--- src/rtl/dec_scan_sequencer.sv ---
// Sequential front end for a 4-to-16 decoder.
// Walks sel over the set bits of a latched 16-bit mask, holding each enabled index
// for DWELL cycles. Supports free-run and single-sweep modes.
// Optional feature: define SEL_GAP_EN to insert a one-cycle sel_en=0 gap before each
// new index is enabled (break-before-make on the decoder outputs).
module dec_scan_sequencer #(
  parameter int unsigned DWELL   = 4,
  parameter int unsigned DWELL_W = 8
) (
  input  logic        clk,
  input  logic        rst_n,
  input  logic        start,
  input  logic        stop,
  input  logic        mode,
  input  logic [15:0] mask,
  output logic [3:0]  sel,
  output logic        sel_en,
  output logic        busy,
  output logic        sweep_done,
  output logic        err
);

  localparam logic [DWELL_W-1:0] DwellLoad = DWELL_W'(DWELL - 1);

  typedef enum logic [1:0] {
    StIdle,
    StScan,
    StGap
  } state_e;

  state_e             state;
  logic [DWELL_W-1:0] cnt;
  logic [15:0]        mask_q;
  logic               mode_q;

  logic [3:0]         nxt;
  logic [3:0]         idx;
  logic               found;
  logic               wrap;

  // Lowest set bit of the incoming mask; first index of a new scan.
  function automatic logic [3:0] lowest_set(input logic [15:0] m);
    logic [3:0] r;
    r = '0;
    for (int i = 15; i >= 0; i--) begin
      if (m[i]) r = 4'(i);
    end
    return r;
  endfunction

  // Next set bit of the latched mask searching upward from sel+1, wrapping 15 -> 0.
  // The 16th probe lands back on sel itself, covering the single-bit mask case.
  always_comb begin
    nxt   = sel;
    idx   = '0;
    found = 1'b0;
    for (int k = 1; k <= 16; k++) begin
      idx = sel + 4'(k);
      if (!found && mask_q[idx]) begin
        nxt   = idx;
        found = 1'b1;
      end
    end
    wrap = (nxt <= sel);
  end

  // Scan FSM with registered outputs; stop takes priority over any advance.
  always_ff @(posedge clk) begin
    if (!rst_n) begin
      state      <= StIdle;
      cnt        <= '0;
      mask_q     <= '0;
      mode_q     <= 1'b0;
      sel        <= '0;
      sel_en     <= 1'b0;
      busy       <= 1'b0;
      sweep_done <= 1'b0;
      err        <= 1'b0;
    end else begin
      sweep_done <= 1'b0;
      err        <= 1'b0;
      case (state)
        StIdle: begin
          if (start && !stop) begin
            if (mask == 16'h0000) begin
              err <= 1'b1;
            end else begin
              state  <= StScan;
              mask_q <= mask;
              mode_q <= mode;
              sel    <= lowest_set(mask);
              cnt    <= DwellLoad;
              sel_en <= 1'b1;
              busy   <= 1'b1;
            end
          end
        end
        StScan: begin
          if (stop) begin
            state  <= StIdle;
            sel_en <= 1'b0;
            busy   <= 1'b0;
          end else if (cnt != '0) begin
            cnt <= cnt - DWELL_W'(1);
          end else if (wrap && mode_q) begin
            // Single sweep ends: sel keeps the last index.
            state      <= StIdle;
            sel_en     <= 1'b0;
            busy       <= 1'b0;
            sweep_done <= 1'b1;
          end else begin
            sweep_done <= wrap;
            sel        <= nxt;
            cnt        <= DwellLoad;
`ifdef SEL_GAP_EN
            state      <= StGap;
            sel_en     <= 1'b0;
`endif
          end
        end
        StGap: begin
          if (stop) begin
            state  <= StIdle;
            sel_en <= 1'b0;
            busy   <= 1'b0;
          end else begin
            state  <= StScan;
            sel_en <= 1'b1;
          end
        end
        default: begin
          state  <= StIdle;
          sel_en <= 1'b0;
          busy   <= 1'b0;
        end
      endcase
    end
  end

endmodule

--- config.mk ---
export PLATFORM = sky130hd
export DESIGN_NAME = dec_scan_sequencer
export DESIGN_NICKNAME = d
export VERILOG_FILES = /design/src/rtl/dec_scan_sequencer.sv
export SDC_FILE = /design/constraint.sdc
export NUM_CORES = 1
export LEC_CHECK = 0
export CORE_MARGIN = 2
export CORE_UTILIZATION = 60
export CTS_BUF_LIST = sky130_fd_sc_hd__clkbuf_16
export DETAILED_ROUTE_END_ITERATION = 6
export PLACE_DENSITY = 0.9
export SYNTH_ARGS = -nofsm -noshare
export SYNTH_HDL_FRONTEND = slang
export SYNTH_SLANG_ARGS = --single-unit
--- constraint.sdc ---
create_clock -name clk -period 10.82 [get_ports clk]
set_input_delay 1.623 -clock clk [delete_from_list [all_inputs] [get_ports clk]]
set_output_delay 1.623 -clock clk [all_outputs]
set_load 0.05 [all_outputs]
==> results.yml <==
die:
  core_area_sq_um: 6350
  ios: 29
  die_h_um: 85.2
  die_w_um: 85.2
  num_rows: 29
  initial_core_util: 0.623
  dieArea_sq_um: 7260
hold_path:
  holdCritPathClass: "reg2reg"
  min_path_cells: 2
global_route:
  grt_overflow: 0
  grt_pass1_wl_um: 16900
  antenna_found_initial: 0
  grt_pass1_vias: 3435
  grtUsageTotal: 0.287
  grt_start_max_net_pins: 38
place:
  hpwl_um: 7760
  gp_congestion: 0.939
  portBuffers: 28
setup_path:
  end_kind: "flop"
  cp_slowest_cell: "dfxtp_1"
  crit_path_start_kind: "flop"
  path_class: "reg2reg"
  path_cells: "inv_1 > ha_1 > buf_4 > mux4_2 > mux2i_1 > mux2_4 > nand4_4 > nor4_4 > nand3_2 > a21oi_1 > o32ai_2 > ha_1 > nor2b_1 > o21a_1 > o21a_1 > o21ai_0 > a41oi_1 > nor4b_1 > nand2_1 > xor2_1 > nor2_1"
  cp_slowest_stage_delay_ps: 890
  crit_path_max_fanout: 23
  r2r_cells: 21
  arrival_ps: 7480
  required_ps: 10990
clocking:
  ctsHoldBuffers: 0
  cts_resized: 0
  cts_root_buffer: "clkbuf_16"
  cts-htree-levels: 2
  cts_inserted_buffers: 5
  cts.sinks: 32
  clk_path_buf_depth: 2
  clk_latency_ps: 280
  post-cts-setup-buffers: 0
  cts_tree: "done"
  clkTransAtPathRegs_ps: 50
synthesis:
  post_synth_instance_area_sq_um: 3960
  ys_warn_count: 0
  synth_common_cells: "nor2_1, mux2i_1, dfxtp_1"
  synthFlopType: "dfxtp_1"
  ys_ff_latch: 32
  synth_edf_count: 0
  syn_area_per_cell_sq_um: 9.14
  yosysTopAreaCellShare: 0.162
  syn_nets: 468
  seq_area_frac_synth: 0.162
  synth.distinct_cells: 75
  yosys.area.top_type: "dfxtp_1"
  synthArstFlopShare: 0
  syn_inst: 433
  yosysMostFrequentCell: "nor2_1"
  synth_area_leaders: "dfxtp_1, mux4_2, mux2i_1"
run:
  max-cap-violations: 0
routing:
  postRouteAntennaNets: 0
  avgRoutedWirePerCell_um: 19.6
  vias_per_cell: 6.98
  drt_iter0_drc: 382
  routed_wl_um: 10300
  drt_pre_antenna_iters: 5
  num_vias: 3655
  drc: 0
sta:
  fin_tns_setup_ps: 0
  hold_viol: 0
  whs_ps: 523
  fmax_mhz: 137
  finalSetupViolCount: 0
  period_minus_slack_ps: 7320
  final_max_slew_viol_count: 0
  rsz0062_at_grt: "false"
  tightest_slew_ps: 923
  slew_headroom: 0.367
  finalCritPeriodShare: 0.676
  clock_skew_ps: 6.31
power:
  finalPower_w: 0.000558
  powerDensity_nw_per_um2: 131
  p_leak_nw: 1.65
  ir_drop_v: 0.000133
finish:
  antenna_cells: 0
  layout.nets: 482
  syn_to_final_growth_pct: 8.00
  num-fill-cells: 486
  layout-drive-gt1-share: 0.145
run_status:
  status: "finished, final reports clean"
-- area by class of cell --
cell class	instances	area [sq um]	share of cell area
well taps	77	96.3	0.0225
clock inverters	2	8.76	0.00205
inverters	22	82.6	0.0193
repair buffers	30	295	0.0691
clock buffers	5	125	0.0293
flip-flops and latches	32	642	0.150
multi-input cells	356	3020	0.707
-- report_power, final --
| group | leakage, nW | internal, W | switching (W) |
|---|---|---|---|
| clock | 0.0709 | 0.0000824 | 0.0000482 |
| combinational | 1.32 | 0.000129 | 0.000157 |
| sequential | 0.262 | 0.000125 | 0.0000170 |
-- registers in the layout, summed over array words and instances, names as in the netlist --
signal / count
cnt: 8
err: 1
mask_q: 16
mode_q: 1
sel: 4
sel_en: 1
sweep_done: 1
-- critical path, delay by kind of cell, from the launching register on --
family	cells	cell delay, ps
AO/OA/AOI/OAI	6	1250
buffers and inverters	2	860
adder cells (fa/ha/maj)	2	750
multiplexers	3	1390
flip-flops	1	890
XOR/XNOR	1	160
AND/OR/NAND/NOR	7	1880
-- placed cells by master, fill, tap and decap left out, types with 4 or more instances in the layout --
master and instances:
o211ai_1 8, o22ai_1 4, xor2_1 5, mux2_4 6, mux4_2 20, clkbuf_16 5
nand4_1 5, mux2i_1 44, dfxtp_1 31, nand3_1 4, mux4_1 4, inv_1 21
nor4_1 8, nand2_1 27, o21ai_0 13, nor3_1 11, xnor2_1 8, a21oi_1 25
nor2_1 51, nor2b_1 7, o21bai_1 5, clkdlybuf4s50_1 28, mux2_2 8, ha_1 14
-- per-stage QoR --
step                       util  std cells  worst slack, ps  instance area (sq um)
after floorplan               -        433             4580                   3960
final                     0.673        524             3500                   4270
after detailed placement  0.652        517             3710                   4140
after global routing      0.673        524             3040                   4270
after CTS                 0.673        524             3650                   4270
after global placement    0.652        517             4070                   4140
-- cells by family after synthesis --
group | count (synthesis) | synth area share
flip-flops | 32 | 0.162
AO/OA/AOI/OAI | 104 | 0.183
multiplexers | 88 | 0.324
AND/OR/NAND/NOR | 134 | 0.172
adder cells (fa/ha/maj) | 14 | 0.0443
XOR/XNOR | 16 | 0.0411
buffers and inverters | 45 | 0.0740
-- layer usage --
| layer | track usage | share of wire | routed length (um) | vias to the layer above |
|---|---|---|---|---|
| met1 | 0.369 | 0.42 | 4260 | 1731 |
| met2 | 0.471 | 0.47 | 4870 | 203 |
| met3 | 0.0321 | 0.065 | 667 | 38 |
| li1 | - | - | - | 1683 |
| met4 | 0.159 | 0.045 | 459 | 0 |
| met5 | 0 | 0 | 0 | - |
-- final timing paths --
kind | slack, ps | start | to
worst max register to register | 3500 | sel[1]$_SDFFE_PN0P_ | cnt[5]$_SDFFE_PN0P_
worst max-delay path | 3500 | sel[1]$_SDFFE_PN0P_ | cnt[5]$_SDFFE_PN0P_
worst min register to register | 520 | cnt[7]$_SDFFE_PN0P_ | cnt[7]$_SDFFE_PN0P_
worst min-delay path | 520 | cnt[7]$_SDFFE_PN0P_ | cnt[7]$_SDFFE_PN0P_
Power figures use the tool's default switching activity.
